<file path="config.mk">
export PLATFORM = sky130hd
export DESIGN_NAME = ps2_zx_keyboard_flat
export DESIGN_NICKNAME = d
export VERILOG_FILES = /design/src/rtl/ps2_zx_keyboard_if.sv /design/src/rtl/ps2_zx_keyboard.sv /design/src/flat_wrapper.sv
export SDC_FILE = /design/constraint.sdc
export NUM_CORES = 1
export LEC_CHECK = 0
export BUFFER_PORTS_ARGS = -buffer_cell sky130_fd_sc_hd__buf_2
export CAP_MARGIN = 15
export CORE_ASPECT_RATIO = 1.25
export CORE_MARGIN = 4
export CORE_UTILIZATION = 56
export CTS_CLUSTER_SIZE = 16
export DETAILED_ROUTE_END_ITERATION = 16
export GPL_TIMING_DRIVEN = 0
export PLACE_DENSITY = 0.77
export SLEW_MARGIN = 30
export SYNTH_ARGS = -nofsm -noshare
export SYNTH_HDL_FRONTEND = slang
export SYNTH_SLANG_ARGS = --single-unit
</file>
<file path="constraint.sdc">
create_clock -name CLK -period 2.71 [get_ports CLK]
set_clock_uncertainty 0.2 [all_clocks]
set_input_delay 0.542 -clock CLK [delete_from_list [all_inputs] [get_ports CLK]]
set_output_delay 0.542 -clock CLK [all_outputs]
set_load 0.01 [all_outputs]
</file>
<file path="src/rtl/ps2_zx_keyboard_if.sv">
// PS/2 keyboard bus: the raw PS/2 lines and the ULA port-0xFE read path.
//   PS2_CLK, PS2_DAT : PS/2 lines from the keyboard (asynchronous)
//   A                : CPU address; A[15:8] are active-low row selects
//   KEYB             : active-low column result (0 = key pressed)
//   F1, F11          : held levels of the F1 / F11 keys
interface ps2_zx_keyboard_if;
  logic        PS2_CLK;
  logic        PS2_DAT;
  logic [15:0] A;
  logic [4:0]  KEYB;
  logic        F1;
  logic        F11;

  modport master (output PS2_CLK, PS2_DAT, A, input KEYB, F1, F11);
  modport slave  (input PS2_CLK, PS2_DAT, A, output KEYB, F1, F11);
endinterface

</file>
<file path="src/rtl/ps2_zx_keyboard.sv">
// PS/2 set-2 keyboard front end driving the ZX Spectrum 8x5 key matrix.
//   CLK    : ULA clock (14 MHz)
//   nRESET : asynchronous active-low reset
//   bus    : PS/2 lines in, CPU address in, KEYB / F1 / F11 out
module ps2_zx_keyboard #(
  parameter int unsigned FILTER_LEN     = 8,
  parameter int unsigned TIMEOUT_CYCLES = 14000
) (
  input  logic               CLK,
  input  logic               nRESET,
  ps2_zx_keyboard_if.slave   bus
);

  localparam int unsigned FW = $clog2(FILTER_LEN + 1);
  localparam int unsigned TW = $clog2(TIMEOUT_CYCLES + 1);

  logic          c_s1, c_s2, d_s1, d_s2;
  logic          c_f, c_f_d;
  logic [FW-1:0] f_cnt;
  logic [3:0]    bit_cnt;
  logic [TW-1:0] to_cnt;
  logic [10:0]   shreg;
  logic          done;
  logic          ext, brk;
  logic          lsh, rsh, bs, f1, f11;
  logic [7:0][4:0] mat;
  logic [7:0][4:0] eff;
  logic [4:0]    keyb_or;
  logic          fall_c;
  logic          frame_ok_c;
  logic [7:0]    byte_c;
  logic          hit;
  logic [2:0]    row, col;
  logic          unused_a_lo;

  assign unused_a_lo = ^bus.A[7:0];

  // Two-flop synchronisers; idle PS/2 lines are high
  always_ff @(posedge CLK or negedge nRESET) begin
    if (!nRESET) begin
      c_s1 <= 1'b1; c_s2 <= 1'b1;
      d_s1 <= 1'b1; d_s2 <= 1'b1;
    end else begin
      c_s1 <= bus.PS2_CLK; c_s2 <= c_s1;
      d_s1 <= bus.PS2_DAT; d_s2 <= d_s1;
    end
  end

  // Glitch filter: the clock level flips after FILTER_LEN consecutive differing samples
  always_ff @(posedge CLK or negedge nRESET) begin
    if (!nRESET) begin
      c_f   <= 1'b1;
      c_f_d <= 1'b1;
      f_cnt <= '0;
    end else begin
      c_f_d <= c_f;
      if (c_s2 == c_f) begin
        f_cnt <= '0;
      end else if (f_cnt == FW'(FILTER_LEN - 1)) begin
        c_f   <= c_s2;
        f_cnt <= '0;
      end else begin
        f_cnt <= f_cnt + 1'b1;
      end
    end
  end

  assign fall_c = c_f_d & ~c_f;

  // Frame deserialiser with mid-frame idle timeout; a falling edge always beats the timeout
  always_ff @(posedge CLK or negedge nRESET) begin
    if (!nRESET) begin
      bit_cnt <= '0;
      to_cnt  <= '0;
      shreg   <= '0;
      done    <= 1'b0;
    end else begin
      done <= 1'b0;
      if (fall_c) begin
        shreg[bit_cnt] <= d_s2;
        to_cnt         <= '0;
        if (bit_cnt == 4'd10) begin
          bit_cnt <= '0;
          done    <= 1'b1;
        end else begin
          bit_cnt <= bit_cnt + 1'b1;
        end
      end else if (bit_cnt != 4'd0) begin
        if (to_cnt == TW'(TIMEOUT_CYCLES - 1)) begin
          bit_cnt <= '0;
          to_cnt  <= '0;
        end else begin
          to_cnt <= to_cnt + 1'b1;
        end
      end else begin
        to_cnt <= '0;
      end
    end
  end

  assign frame_ok_c = done & ~shreg[0] & shreg[10] & (^shreg[9:1]);
  assign byte_c     = shreg[8:1];

  // Scan code to matrix position for ordinary keys; shifts and aux keys are handled separately
  always_comb begin
    hit = 1'b1;
    row = 3'd0;
    col = 3'd0;
    case (byte_c)
      8'h1A: begin row = 3'd0; col = 3'd1; end
      8'h22: begin row = 3'd0; col = 3'd2; end
      8'h21: begin row = 3'd0; col = 3'd3; end
      8'h2A: begin row = 3'd0; col = 3'd4; end
      8'h1C: begin row = 3'd1; col = 3'd0; end
      8'h1B: begin row = 3'd1; col = 3'd1; end
      8'h23: begin row = 3'd1; col = 3'd2; end
      8'h2B: begin row = 3'd1; col = 3'd3; end
      8'h34: begin row = 3'd1; col = 3'd4; end
      8'h15: begin row = 3'd2; col = 3'd0; end
      8'h1D: begin row = 3'd2; col = 3'd1; end
      8'h24: begin row = 3'd2; col = 3'd2; end
      8'h2D: begin row = 3'd2; col = 3'd3; end
      8'h2C: begin row = 3'd2; col = 3'd4; end
      8'h16: begin row = 3'd3; col = 3'd0; end
      8'h1E: begin row = 3'd3; col = 3'd1; end
      8'h26: begin row = 3'd3; col = 3'd2; end
      8'h25: begin row = 3'd3; col = 3'd3; end
      8'h2E: begin row = 3'd3; col = 3'd4; end
      8'h45: begin row = 3'd4; col = 3'd0; end
      8'h46: begin row = 3'd4; col = 3'd1; end
      8'h3E: begin row = 3'd4; col = 3'd2; end
      8'h3D: begin row = 3'd4; col = 3'd3; end
      8'h36: begin row = 3'd4; col = 3'd4; end
      8'h4D: begin row = 3'd5; col = 3'd0; end
      8'h44: begin row = 3'd5; col = 3'd1; end
      8'h43: begin row = 3'd5; col = 3'd2; end
      8'h3C: begin row = 3'd5; col = 3'd3; end
      8'h35: begin row = 3'd5; col = 3'd4; end
      8'h5A: begin row = 3'd6; col = 3'd0; end
      8'h4B: begin row = 3'd6; col = 3'd1; end
      8'h42: begin row = 3'd6; col = 3'd2; end
      8'h3B: begin row = 3'd6; col = 3'd3; end
      8'h33: begin row = 3'd6; col = 3'd4; end
      8'h29: begin row = 3'd7; col = 3'd0; end
      8'h14: begin row = 3'd7; col = 3'd1; end
      8'h3A: begin row = 3'd7; col = 3'd2; end
      8'h31: begin row = 3'd7; col = 3'd3; end
      8'h32: begin row = 3'd7; col = 3'd4; end
      default: hit = 1'b0;
    endcase
  end

  // Make/break decoder; E0-prefixed shift codes are the keyboard's fake shifts and are dropped
  always_ff @(posedge CLK or negedge nRESET) begin
    if (!nRESET) begin
      ext <= 1'b0; brk <= 1'b0;
      lsh <= 1'b0; rsh <= 1'b0; bs <= 1'b0;
      f1  <= 1'b0; f11 <= 1'b0;
      mat <= '0;
    end else if (frame_ok_c) begin
      case (byte_c)
        8'hE0: ext <= 1'b1;
        8'hF0: brk <= 1'b1;
        8'hE1, 8'hAA, 8'hFA, 8'hFE, 8'h00: ;
        default: begin
          ext <= 1'b0;
          brk <= 1'b0;
          if (!(ext && (byte_c == 8'h12 || byte_c == 8'h59))) begin
            case (byte_c)
              8'h12:   lsh <= ~brk;
              8'h59:   rsh <= ~brk;
              8'h66:   bs  <= ~brk;
              8'h05:   f1  <= ~brk;
              8'h78:   f11 <= ~brk;
              default: if (hit) mat[row][col] <= ~brk;
            endcase
          end
        end
      endcase
    end
  end

  // Backspace presses CS+0 on top of whatever is physically held
  always_comb begin
    eff       = mat;
    eff[0][0] = mat[0][0] | lsh | rsh | bs;
    eff[4][0] = mat[4][0] | bs;
    keyb_or   = '0;
    for (int r = 0; r < 8; r++) begin
      if (!bus.A[8+r]) keyb_or = keyb_or | eff[r];
    end
  end

  assign bus.KEYB = ~keyb_or;
  assign bus.F1   = f1;
  assign bus.F11  = f11;

endmodule

</file>
<file path="src/flat_wrapper.sv">
// flat-port wrapper written by rule: the top's interface ports become plain ports
module ps2_zx_keyboard_flat 
#(
  parameter int unsigned FILTER_LEN     = 8,
  parameter int unsigned TIMEOUT_CYCLES = 14000
)
  (CLK, nRESET, bus_PS2_CLK, bus_PS2_DAT, bus_A, bus_KEYB, bus_F1, bus_F11);
  ps2_zx_keyboard_if bus_i ();
  input  logic CLK;
  input  logic nRESET;
  input wire logic [$bits(bus_i.PS2_CLK)-1:0] bus_PS2_CLK;
  input wire logic [$bits(bus_i.PS2_DAT)-1:0] bus_PS2_DAT;
  input wire logic [$bits(bus_i.A)-1:0] bus_A;
  output wire logic [$bits(bus_i.KEYB)-1:0] bus_KEYB;
  output wire logic [$bits(bus_i.F1)-1:0] bus_F1;
  output wire logic [$bits(bus_i.F11)-1:0] bus_F11;
  assign bus_i.PS2_CLK = bus_PS2_CLK;
  assign bus_i.PS2_DAT = bus_PS2_DAT;
  assign bus_i.A = bus_A;
  assign bus_KEYB = bus_i.KEYB;
  assign bus_F1 = bus_i.F1;
  assign bus_F11 = bus_i.F11;
  ps2_zx_keyboard #(.FILTER_LEN(FILTER_LEN), .TIMEOUT_CYCLES(TIMEOUT_CYCLES)) u_core (.CLK(CLK), .nRESET(nRESET), .bus(bus_i));
endmodule
</file>
==> metrics.csv <==
metric,value,unit
Max-cap violations,0,
total global-route track usage,0.2570,
crit path kind,flop to flop,
final core occ,0.7834,
biggest fanout along the worst timing path,10,
Post-Synth Simple-Gate Area,0.1833,
final-stage net count,672,
CTS tree,yes,
share of cell area taken by muxes after synthesis,0.05340,
top-level port count,27,
worst slew pin tran,0.8284,ns
number of global-route vias before repair,4437,
sequential-to-total area share from yosys stat,0.4377,
post-synthesis net count,584,
Synth-to-Final Area Change,36.58,%
combinational family with the most area after synthesis,simple AND/OR/NAND/NOR gates,
Wirelength per Cell,19.57,µm
total number of vias,4829,
# H-tree levels,3,
max-slew violations,0,
Yosys top cell by area,dfrtp_1,
filler-free cell count of the finished design,759,
final estimated routing congestion in global placement,0.9618,
Die Wd,92.44,µm
post-detailed-route via-to-cell ratio,6.362,
LEAKAGE,0.002853,µW
worst hold path class,primary input to flop,
register bit count reported by yosys,87,
detailed-routing iteration count for the pre-antenna-repair pass,11,
M1 GR Usage,0.3019,
post-synth design cell area,4991,µm²
leading cell type by number of instances after synthesis,dfrtp_1,
f_max,0.3149,GHz
Rows,38,
clock-pin slew reported for the worst setup and hold paths after clock tree synthesis,0.10,ns
Final Critical Period,3.176,ns
commonest cells in the netlist,"dfrtp_1, inv_1, nand2_1",
register-to-register setup slack,-0.47,ns
post-synthesis compound-gate area fraction,0.1817,
Mapped Cells,546,
initial core utilization,0.5736,
remaining antenna violation count after routing,0,
number of buffers on the longest clock path,2,
clock network latency to the later pin of the worst-skew pair,0.38,ns
most frequently used flop master after synthesis,dfrtp_1,
"Setup violations, final",43,
met2 GRT Util,0.4487,
violated checks,"design-rule violations, negative setup slack",
fraction of layout instances using a drive strength above 1,0.3678,
final setup margin,-0.4656,ns
fraction of the mapped netlist area in adder cells,0.04512,
Worst setup EP type,flop,
DP Wirelength,8.608,mm
summed area of non-filler cells in the final layout,6817,µm²
met3 GRT Util,0.04551,
leading cell types by total area after synthesis,"dfrtp_1, ha_1, inv_1, dfstp_2, nand2_1",
clock tree root driver cell,clkbuf_8,
IO Port Bufs,18,
ANT cells,0,
aggregate global routing overflow,0,
overall die height,113.6,µm
Placed Area,5279,µm²
most utilized layer in the global route result,met2,
run status,finished with violations,
global-route wire length before repair,21.56,mm
pwr/cell area,525.8,nW/µm²
RSZ-0062 raised after global routing,true,
share of synthesized registers carrying an async set or reset,1.000,
initial antenna violation count,0,
Worst slew margin,0.4405,
Synth Warn #,0,
Synth Area per Inst,9.141,µm²
worst hold-check slack,0.07092,ns
number of DRC markers in iteration 0,401,
critical path arrival,3.23,ns
startpoint type of the worst setup path,flop,
unique cell type count in the Yosys netlist,61,
required time of the critical path,2.76,ns
total CTS buffers,9,
xor and xnor fraction of the mapped netlist area,0.03259,
post-route clock period utilization,1.172,
pin count of the biggest net entering global routing,45,
number of enable flip-flop cells after synthesis,0,
area enclosed by the die boundary,10500,µm²
worst voltage drop across the vdd grid,0.4907,mV
DRC violations left,2,
CORE AREA,8701,µm²
post-synth top area share,0.4061,
final hold violations,0,
clock sink count,87,
Placed Cells incl. Taps,685,
final wirelength,14.86,mm
==> logic make-up (layout without fill, tap and decap cells) <==
logic type,Yosys count,after routing
DFF,87,87
AOI/OAI and AO/OA,141,141
muxes,25,25
xor gates and xnor gates,17,17
adders and majority gates,18,18
and+or+nand+nor,177,177
buffers and inverters,81,174
==> area by class of cell <==
type	instances	area, µm²
inverters	51	193.9
clock buffers	9	123.9
well taps	120	150.1
multi-input cells	378	3142
plain buffers	26	210.2
fillers	531	1884
clock inverters	7	145.1
flip-flops and latches	87	2185
repair buffers	81	666.9
==> cell usage in the layout, fill, tap and decap left out, drive strengths merged, types with 6 or more instances in the layout <==
cell    count
dfrtp      81
ha         18
nor2       41
nand3      15
o21ai      31
o22ai      21
dfstp       6
mux2       13
clkbuf     19
nand2      42
a31oi      15
xor2        7
xnor2       9
a21oi      28
mux2i      12
nor3       22
buf        96
nor4       10
nand4      12
inv        51
o31ai      17
==> worst max-delay path, stage by stage (launching register included) <==
cell and delay (ns):
dfrtp_1 0.39, inv_1 0.08, ha_1 0.21, buf_6 0.15
buf_6 0.14, o21ai_0 0.31, a21oi_1 0.16, a31oi_2 0.35
nand2_4 0.25, or4b_4 0.59, o21ai_2 0.15, o31ai_2 0.08
==> worst paths after layout <==
check,start,to,cells past startpoint
min in group asynchronous,nRESET,u_core.eff[13],2
hold / removal,bus_PS2_DAT,u_core.d_s1,1
max in group asynchronous,nRESET,u_core.c_f_d,3
hold reg to reg,u_core.c_s1,u_core.c_s2,0
setup / recovery,u_core.shreg[1],u_core.eff[17],11
setup reg to reg,u_core.shreg[1],u_core.eff[17],11
==> registers in the layout, summed over array words and instances, names as in the netlist <==
signal          count
u_core.f_cnt        4
u_core.done         1
u_core.bus.F1       1
u_core.c_f_d        1
u_core.brk          1
u_core.bus.F11      1
u_core.bs           1
u_core.ext          1
u_core.bit_cnt      4
u_core.rsh          1
u_core.d_s1         1
u_core.shreg       11
u_core.mat          2
u_core.c_s2         1
u_core.lsh          1
u_core.c_s1         1
u_core.to_cnt      14
u_core.eff         38
u_core.c_f          1
u_core.d_s2         1
==> power by group <==
group / internal, µW / leakage (µW) / total, µW / switching (µW)
clock: 708 / 0.000130 / 1210 / 498
sequential: 1400 / 0.00118 / 1480 / 76.4
combinational: 355 / 0.00154 / 899 / 544
total: 2460 / 0.00285 / 3580 / 1120
==> routing by layer <==
layer | vias to the layer above | part of all wire
met5 | - | 0
li1 | 2145 | -
met4 | 0 | 0.060
met1 | 2341 | 0.37
met2 | 252 | 0.51
met3 | 91 | 0.056
==> repair_timing <==
item / CTS / global route
setup endpoints to repair: 39 / 44
cloned: 0 / 0
setup buffers: 34 / 30
endpoints found under the hold margin: 43 / 0
hold buffers: 1 / 0
pin swaps: 18 / 52
resized for setup: 111 / 102
==> per-stage QoR <==
step / power [µW] / setup slack (ns) / setup TNS (ns)
global placement: 2222 / -0.5601 / -15.61
global route: 3745 / -0.5656 / -14.04
detailed placement: 2253 / -0.5811 / -17.17
CTS: 3565 / -0.3130 / -6.902
finish: 3584 / -0.4656 / -9.582
floorplan: 2037 / -0.2148 / -0.5756
Power figures use the tool's default switching activity.
